File: src/rtl/channel_sequencer.sv
// Walks a one-hot multiplexer select through the enabled channels, waits a
// programmable settle time after each change, then offers the settled sample.
module channel_sequencer #(
  parameter int DWELL_WIDTH     = 8,
  parameter int NUM_OF_SEL_BITS = 4
) (
  input  logic                       CLK,
  input  logic                       RST_N,
  input  logic                       START,
  input  logic                       STOP,
  input  logic [NUM_OF_SEL_BITS-1:0] CH_EN,
  input  logic [DWELL_WIDTH-1:0]     DWELL,
  input  logic                       SAMPLE_READY,
  output logic [NUM_OF_SEL_BITS-1:0] SEL,
  output logic [1:0]                 CH_IDX,
  output logic                       SAMPLE_VALID,
  output logic                       BUSY,
  output logic                       FRAME_DONE,
  output logic [1:0]                 DBG_STATE
);

  // Handshake: a sample transfers on any rising edge where SAMPLE_VALID and
  // SAMPLE_READY are both 1; once raised, SAMPLE_VALID and SEL hold until then.

  localparam logic [1:0] S_IDLE   = 2'd0;
  localparam logic [1:0] S_SETTLE = 2'd1;
  localparam logic [1:0] S_SAMPLE = 2'd2;

  logic [1:0]                 state_q, state_d;
  logic [NUM_OF_SEL_BITS-1:0] sel_q, sel_d;
  logic [NUM_OF_SEL_BITS-1:0] mask_q, mask_d;
  logic [DWELL_WIDTH-1:0]     cnt_q, cnt_d;
  logic                       stop_q, stop_d;
  logic                       done_d;
  logic                       done_q;
  logic                       valid_q;
  logic                       busy_q;
  logic [1:0]                 idx_q;
  logic [NUM_OF_SEL_BITS-1:0] next_sel;
  logic                       handshake;

  function automatic logic [NUM_OF_SEL_BITS-1:0] lowest_bit(
    input logic [NUM_OF_SEL_BITS-1:0] m
  );
    logic [NUM_OF_SEL_BITS-1:0] r;
    r = '0;
    for (int i = NUM_OF_SEL_BITS - 1; i >= 0; i--) begin
      if (m[i]) begin
        r    = '0;
        r[i] = 1'b1;
      end
    end
    return r;
  endfunction

  // Lowest mask bit strictly above the current select; zero means end of frame.
  function automatic logic [NUM_OF_SEL_BITS-1:0] next_above(
    input logic [NUM_OF_SEL_BITS-1:0] cur,
    input logic [NUM_OF_SEL_BITS-1:0] m
  );
    logic [NUM_OF_SEL_BITS-1:0] r;
    logic                       seen;
    logic                       found;
    r     = '0;
    seen  = 1'b0;
    found = 1'b0;
    for (int i = 0; i < NUM_OF_SEL_BITS; i++) begin
      if (seen && m[i] && !found) begin
        r[i]  = 1'b1;
        found = 1'b1;
      end
      if (cur[i]) seen = 1'b1;
    end
    return r;
  endfunction

  function automatic logic [1:0] encode(input logic [NUM_OF_SEL_BITS-1:0] s);
    logic [1:0] r;
    r = 2'd0;
    for (int i = 0; i < NUM_OF_SEL_BITS; i++) begin
      if (s[i]) r = 2'(i);
    end
    return r;
  endfunction

  assign next_sel  = next_above(sel_q, mask_q);
  assign handshake = (state_q == S_SAMPLE) && SAMPLE_READY;

  always_comb begin
    state_d = state_q;
    sel_d   = sel_q;
    mask_d  = mask_q;
    cnt_d   = cnt_q;
    stop_d  = stop_q;
    done_d  = 1'b0;
    case (state_q)
      S_IDLE: begin
        stop_d = 1'b0;
        if (START && (CH_EN != '0)) begin
          mask_d  = CH_EN;
          sel_d   = lowest_bit(CH_EN);
          cnt_d   = DWELL;
          state_d = S_SETTLE;
        end
      end
      S_SETTLE: begin
        if (STOP) begin
          state_d = S_IDLE;
          sel_d   = '0;
          cnt_d   = '0;
        end else if (cnt_q == '0) begin
          state_d = S_SAMPLE;
        end else begin
          cnt_d = cnt_q - 1'b1;
        end
      end
      S_SAMPLE: begin
        if (STOP) stop_d = 1'b1;
        if (handshake) begin
          done_d = (next_sel == '0);
          // A stop raised in this same cycle still lets this transfer finish.
          if (stop_q || STOP) begin
            state_d = S_IDLE;
            sel_d   = '0;
            cnt_d   = '0;
            stop_d  = 1'b0;
          end else if (next_sel != '0) begin
            sel_d   = next_sel;
            cnt_d   = DWELL;
            state_d = S_SETTLE;
          end else begin
            mask_d = CH_EN;
            if (CH_EN == '0) begin
              state_d = S_IDLE;
              sel_d   = '0;
              cnt_d   = '0;
            end else begin
              sel_d   = lowest_bit(CH_EN);
              cnt_d   = DWELL;
              state_d = S_SETTLE;
            end
          end
        end
      end
      default: begin
        state_d = S_IDLE;
        sel_d   = '0;
        cnt_d   = '0;
        stop_d  = 1'b0;
      end
    endcase
  end

  // Status outputs are decoded from next-state so they line up with SEL.
  always_ff @(posedge CLK) begin
    if (!RST_N) begin
      state_q <= S_IDLE;
      sel_q   <= '0;
      mask_q  <= '0;
      cnt_q   <= '0;
      stop_q  <= 1'b0;
      done_q  <= 1'b0;
      valid_q <= 1'b0;
      busy_q  <= 1'b0;
      idx_q   <= 2'd0;
    end else begin
      state_q <= state_d;
      sel_q   <= sel_d;
      mask_q  <= mask_d;
      cnt_q   <= cnt_d;
      stop_q  <= stop_d;
      done_q  <= done_d;
      valid_q <= (state_d == S_SAMPLE);
      busy_q  <= (state_d != S_IDLE);
      idx_q   <= encode(sel_d);
    end
  end

  assign SEL          = sel_q;
  assign CH_IDX       = idx_q;
  assign SAMPLE_VALID = valid_q;
  assign BUSY         = busy_q;
  assign FRAME_DONE   = done_q;
  assign DBG_STATE    = state_q;

endmodule

File: config.mk
export PLATFORM = sky130hd
export DESIGN_NAME = channel_sequencer
export DESIGN_NICKNAME = d
export VERILOG_FILES = /design/src/rtl/channel_sequencer.sv
export SDC_FILE = /design/constraint.sdc
export NUM_CORES = 1
export LEC_CHECK = 0
export ABC_CLOCK_PERIOD_IN_PS = 2500
export BUFFER_PORTS_ARGS = -buffer_cell sky130_fd_sc_hd__buf_2
export CAP_MARGIN = 20
export CORE_UTILIZATION = 43
export DETAILED_ROUTE_END_ITERATION = 7
export PLACE_DENSITY_LB_ADDON = 0.05
export SYNTH_ARGS = -nofsm -noshare
export SYNTH_HDL_FRONTEND = slang
export SYNTH_SLANG_ARGS = --single-unit
File: constraint.sdc
create_clock -name CLK -period 2.5 [get_ports CLK]
set_clock_uncertainty 0.05 [all_clocks]
set_input_delay 0.25 -clock CLK [delete_from_list [all_inputs] [get_ports CLK]]
set_output_delay 0.25 -clock CLK [all_outputs]
set_load 0.01 [all_outputs]
==> summary.md, run 1 <==
STA
• setup-violating endpoint count in the final report: 0
• setup repair after global routing missed its margin: false
• PnR worst setup slack: 0.225 ns
• Final Critical Period: 2.27 ns
• Highest Clock Rate: 440 MHz
• worst-case headroom to the max-slew limit: 54.9%
• Max Transition Viols Final: 0
• final critical-path share of the clock period: 91.0%
• sum of negative setup slack: 0 ns
• Final Hold Vio Count: 0
• Slew @ Worst Pin: 0.677 ns
• WHS: 0.148 ns

Worst setup path
• CP Capture Point: cnt_q[3]
• launching element of the worst setup path: cnt_q[0]
• r2r startpoint: cnt_q[0]
• flop2flop setup slack: 0.23 ns
• delay of the slowest critical-path stage: 0.53 ns
• cell class contributing the biggest share of worst-path delay: simple AND/OR/NAND/NOR gates
• path depth of the worst reg2reg path: 6
• endpoint of the lowest-slack register-to-register path: cnt_q[3]
• cell repeated most along the worst path: sky130_fd_sc_hd__or4b_4
• Crit path buffers/inverters: 1
• kind of capture point of the worst setup path: flop
• cell-by-cell trace of the critical path: inv_1 > ha_1 > or4b_4 > or4b_4 > nand3_1 > o21ai_0
• Worst Setup Start Kind: flop
• Worst Path Max Fanout: 8
• arrival time reported for the critical path endpoint: 2.42 ns
• path length in cells of the critical path: 6
• class of the most critical setup path: reg -> reg
• Worst EP required: 2.64 ns
• slowest stage cell on the critical path: sky130_fd_sc_hd__or4b_4

Clocking
• CTS Buf Count: 3
• CTS resizes: 0
• number of buffers inserted for hold repair after clock tree synthesis: 0
• count of clock tree sinks: 23
• root buffer cell: sky130_fd_sc_hd__clkbuf_4
• maximum level of the CTS H-tree: 1
• clock tree from TritonCTS: done
• clock transition at the registers of the reported paths: 0.12 ns
• clock buffer depth: 2
• clock latency on the worst-skew pair: 0.31 ns
• # Post-CTS Setup Buffers: 0

Yosys
• number of enable flip-flop cells after synthesis: 0
• dominant cell type by area after synthesis: sky130_fd_sc_hd__dfxtp_1
• cell with the most instances after synthesis: sky130_fd_sc_hd__dfxtp_1
• top cells by instance count after synthesis: sky130_fd_sc_hd__dfxtp_1, sky130_fd_sc_hd__nor2_1, sky130_fd_sc_hd__o21ai_0
• Post-Syn Instances: 156
• post-synthesis register bit count: 23
• ranking of synthesized cells by area: sky130_fd_sc_hd__dfxtp_1, sky130_fd_sc_hd__o21ai_0, sky130_fd_sc_hd__nor2_1
• Yosys Warn Count: 0
• proportion of synthesized flip-flops having asynchronous set or reset: 0%
• sequential element share of the synthesized area: 36.9%
• Synth top area share: 36.9%
• post-synthesis instance area: 0.00125 mm²
• Unique masters post-synth: 45
• flip-flop cell with the highest count after synthesis: sky130_fd_sc_hd__dfxtp_1
• synthesized area per cell: 8.00 µm²
• nets in the synthesized netlist: 174

Global route
• global routing usage summed across all routing layers: 21.1%
• overflow left after global routing: 0
• global-route wire length before repair: 5.28 mm
• antenna violations before repair: 0
• largest net degree at the start of global routing: 15
• vias in the first global route: 1201

Drt
• met2 wire len: 1.48 mm
• iteration count of the initial detailed-routing pass: 4
• antenna viol nets, final: 0
• number of vias in the routed layout: 1264
• Met1 Wirelength: 1.45 mm
• detailed-route vias per instance: 5.82
• sum of routed wire length over all layers: 3.09 mm
• Routed wire per std cell: 14.2 µm
• length of routed met3 wiring: 104 µm
• drt drc: 0
• number of DRC markers in iteration 0: 29
• Highest Signal Layer: met4

Pwr
• IR Drop Worst-Case VDD: 0.319 mV
• cell leakage power: 0.000639 µW
• P per Cell Area: 536 mW/mm²
• total power after layout: 779 µW

Hold path
• worst hold stages: 3
• worst hold-check path type: in -> reg
• hold path startpoint: DWELL[2]

Floorplanning
• initial cell density of the core: 45.3%
• Die Y-Extent: 55.9 µm
• FP Rows: 19
• x dimension of the die: 55.9 µm
• Die ar.: 0.00312 mm²
• core box area: 0.00276 mm²
• number of I/O pins: 28

Placement
• GPL Wtd Cong: 0.907
• dpl cells: 213
• number of input and output port buffers inserted: 27
• worst slack, placed: 0.255 ns
• HPWL Detailed: 2.34 mm

Run status
• run status: completed

Cells and area
• final std cells w/o fill: 217
• fraction of final layout cells sized beyond drive strength 1: 22.6%
• number of diodes added for antenna fixing: 0
• final-stage net count: 205
• area grow syn2layout: 16.4%
• fill cell instance count of the final layout: 301

Run
• reported max-cap violation count: 0

==> how the worst min path moves through the flow <==
stage	to
floorplan	mask_q[1]
global placement	cnt_q[0]
detailed placement	cnt_q[0]
CTS	cnt_q[2]
global route	cnt_q[2]
finish	cnt_q[2]
==> cell families after synthesis <==
family	Yosys count	synth area share, %
AO/OA/AOI/OAI	54	28.4
XOR/XNOR	2	1.40
adder cells (fa/ha/maj)	1	1.00
buffers and inverters	10	3.01
flip-flops	23	36.9
multiplexers	3	2.40
AND/OR/NAND/NOR	63	27.0
==> metal layers <==
layer  global-route usage [%]  vias up
li1                         -      637
met1                     26.6      594
met2                     35.8       26
met3                     3.02        7
met4                     9.41        0
met5                        0        -
==> stage by stage <==
stage	utilization (%)	instance area, µm²
2_1_floorplan	-	1250
4_1_cts	52.7	1450
3_5_place_dp	51.7	1430
3_3_place_gp	51.7	1430
6_report	52.7	1450
5_1_grt	52.7	1450
==> state kept, by name, indices dropped and copies added, names as in the netlist <==
name and flops:
DBG_STATE 2, SEL 4, stop_q 1, CH_IDX 2, BUSY 1, FRAME_DONE 1, cnt_q 8, SAMPLE_VALID 1
mask_q 3
==> layout by cell type (no fill, tap or decap), drive strengths merged, types with 3 or more instances in the layout <==
cell	count
or3	3
nor4	5
nand3	3
buf	29
nor2	20
nor3	4
a22oi	3
o21ai	20
nor2b	4
mux2i	3
nand2	10
a21oi	13
dfxtp	23
o31ai	5
clkbuf	3
inv	7
==> tightest hold or removal path: cells and delay by family <==
| kind | cells | cell delay [ns] |
|---|---|---|
| AOI/OAI and AO/OA | 2 | 0.16 |
| buffers and inverters | 1 | 0.08 |
==> cell type report <==
class / instances / area (µm²) / area share, %
Clock buffer: 3 / 22.5 / 1.55
Inverter: 7 / 26.3 / 1.81
Clock inverter: 1 / 5.00 / 0.344
Tap cell: 31 / 38.8 / 2.67
Multi-Input combinational cell: 123 / 751 / 51.6
Timing Repair Buffer: 29 / 150 / 10.3
Sequential cell: 23 / 460 / 31.7
==> where the power goes <==
part	total [µW]	switching (µW)	internal (µW)
logic	188	106	81.6
clock network	170	110	59.8
registers	421	28.5	393
No activity file was read; power rests on OpenSTA's default activity.
==> run 2, diff against run 1 <==
- ABC_CLOCK_PERIOD_IN_PS: 2500 -> 2300
- clock period: 2.5 -> 2.3 ns (I/O delays scaled with it)
==> summary.md, run 2 (synthesis results as in run 1) <==
Worst setup path
• Worst Path Max Fanout: 8
• CP Capture Point: cnt_q[2]
• delay of the slowest critical-path stage: 0.57 ns
• cell-by-cell trace of the critical path: inv_2 > ha_4 > or4b_4 > or4b_4 > a21oi_4 > o21ai_1 > o21ai_2
• arrival time reported for the critical path endpoint: 2.38 ns
• slowest stage cell on the critical path: sky130_fd_sc_hd__or4b_4
• class of the most critical setup path: reg -> reg
• cell class contributing the biggest share of worst-path delay: simple AND/OR/NAND/NOR gates
• Crit path buffers/inverters: 1
• kind of capture point of the worst setup path: flop
• launching element of the worst setup path: cnt_q[0]
• endpoint of the lowest-slack register-to-register path: cnt_q[2]
• Worst Setup Start Kind: flop
• cell repeated most along the worst path: sky130_fd_sc_hd__or4b_4
• Worst EP required: 2.50 ns
• path length in cells of the critical path: 7
• r2r startpoint: cnt_q[0]
• flop2flop setup slack: 0.12 ns
• path depth of the worst reg2reg path: 7

STA
• Highest Clock Rate: 458 MHz
• WHS: 0.129 ns
• setup-violating endpoint count in the final report: 0
• final critical-path share of the clock period: 94.9%
• Final Hold Vio Count: 0
• Final Critical Period: 2.18 ns
• Max Transition Viols Final: 0
• Slew @ Worst Pin: 0.679 ns
• worst-case headroom to the max-slew limit: 54.7%

Floorplanning
• core box area: 0.00276 mm²
• x dimension of the die: 55.9 µm
• Die Y-Extent: 55.9 µm
• Die ar.: 0.00312 mm²
• FP Rows: 19
• initial cell density of the core: 45.3%
• number of I/O pins: 28

Global route
• antenna violations before repair: 0
• global routing usage summed across all routing layers: 20.1%
• global-route wire length before repair: 5.04 mm
• overflow left after global routing: 0
• largest net degree at the start of global routing: 14
• vias in the first global route: 1206

Drt
• number of DRC markers in iteration 0: 34
• sum of routed wire length over all layers: 3.06 mm
• detailed-route vias per instance: 5.89
• Routed wire per std cell: 14.0 µm
• number of vias in the routed layout: 1290
• antenna viol nets, final: 0
• iteration count of the initial detailed-routing pass: 4
• drt drc: 0

Clocking
• maximum level of the CTS H-tree: 1
• clock latency on the worst-skew pair: 0.30 ns
• clock tree from TritonCTS: done
• clock buffer depth: 2
• root buffer cell: sky130_fd_sc_hd__clkbuf_4
• # Post-CTS Setup Buffers: 0
• number of buffers inserted for hold repair after clock tree synthesis: 0
• count of clock tree sinks: 23
• clock transition at the registers of the reported paths: 0.12 ns
• CTS Buf Count: 3

Run status
• run status: completed

Cells and area
• most common cell after layout, fill and taps aside: sky130_fd_sc_hd__buf_2
• final-stage net count: 207
• number of flip-flops in the largest register: 8
• highest-count cells in the layout ignoring fill and taps: sky130_fd_sc_hd__buf_2, sky130_fd_sc_hd__dfxtp_1, sky130_fd_sc_hd__nor2_1, sky130_fd_sc_hd__o21ai_0, sky130_fd_sc_hd__a21oi_1
• number of diodes added for antenna fixing: 0
• design area: 0.00149 mm²
• final std cells w/o fill: 219
• area grow syn2layout: 19.5%
• register bank with the most flops: cnt_q
• fraction of final layout cells sized beyond drive strength 1: 27.1%
• final design utilization: 54.1%

Pwr
• P per Cell Area: 573 mW/mm²
• Flop pwr share: 53.9%
• cell internal power dissipation: 589 µW
• IR Drop Worst-Case VDD: 0.434 mV
• total power after layout: 855 µW
• Net Switching: 267 µW
• cell leakage power: 0.000654 µW
• switching portion of total power: 31.2%
• combinational fraction of design power: 25.1%
• Clock Power Share: 21.0%

Hold path
• worst hold-check path type: in -> reg

Placement
• number of input and output port buffers inserted: 27
• HPWL Detailed: 2.38 mm
• post-place instance area: 0.00144 mm²
• GPL Wtd Cong: 0.947
• dpl cells: 215

Run
• reported max-cap violation count: 0

## run 2: cell type report
| cell class | instances | area (µm²) |
|---|---|---|
| Tap cell | 31 | 38.8 |
| Clock inverter | 1 | 5.00 |
| Fill cell | 288 | 1260 |
| Timing Repair Buffer | 31 | 165 |
| Clock buffer | 3 | 22.5 |
| Sequential cell | 23 | 463 |
| Inverter | 7 | 26.3 |
| Multi-Input combinational cell | 123 | 772 |
## run 2: routing by layer
layer	GRT usage (%)	wire [µm]	part of all wire, %
met1	23.9	1340	44
met2	34.6	1490	49
met3	3.95	123	4.0
met4	9.76	100	3.3
met5	0	0	0
## run 2: through the flow
step	setup WS [ns]	TNS (ns)
finish	0.118	0
global route	-0.0112	-0.0112
CTS	0.0424	0
detailed placement	0.0563	0
global placement	0.114	0
floorplan	0.251	0
## run 2: worst register-to-register path, cell delays in order, from the launching register on
cell and delay [ns]:
sky130_fd_sc_hd__dfxtp_2 0.35, sky130_fd_sc_hd__inv_2 0.07, sky130_fd_sc_hd__ha_4 0.14, sky130_fd_sc_hd__or4b_4 0.49, sky130_fd_sc_hd__or4b_4 0.57, sky130_fd_sc_hd__a21oi_4 0.26, sky130_fd_sc_hd__o21ai_1 0.13, sky130_fd_sc_hd__o21ai_2 0.06
## run 2: what timing repair did
action                                 CTS  global route
endpoints found under the hold margin    0             0
setup endpoints to repair                0             8
gates resized for setup                  0             8
## run 2: power groups by stage
stage | Combinational, µW | Sequential, µW | Clock, µW
2_1_floorplan | 138 | 464 | 0
3_3_place_gp | 202 | 467 | 0
3_5_place_dp | 205 | 468 | 0
4_1_cts | 205 | 459 | 189
5_1_grt | 240 | 467 | 205
6_report | 214 | 461 | 180
## run 2: how the worst min path moves through the flow
stage	slack (ns)	to	cells after the start	from
final	0.13	cnt_q[2]	3	DWELL[2]
after detailed placement	0.44	cnt_q[1]	2	cnt_q[1]
after global placement	0.42	cnt_q[0]	2	cnt_q[0]
after global routing	0.14	cnt_q[3]	3	DWELL[3]
after floorplan	0.33	mask_q[1]	2	CH_EN[1]
after CTS	0.12	cnt_q[2]	3	DWELL[2]
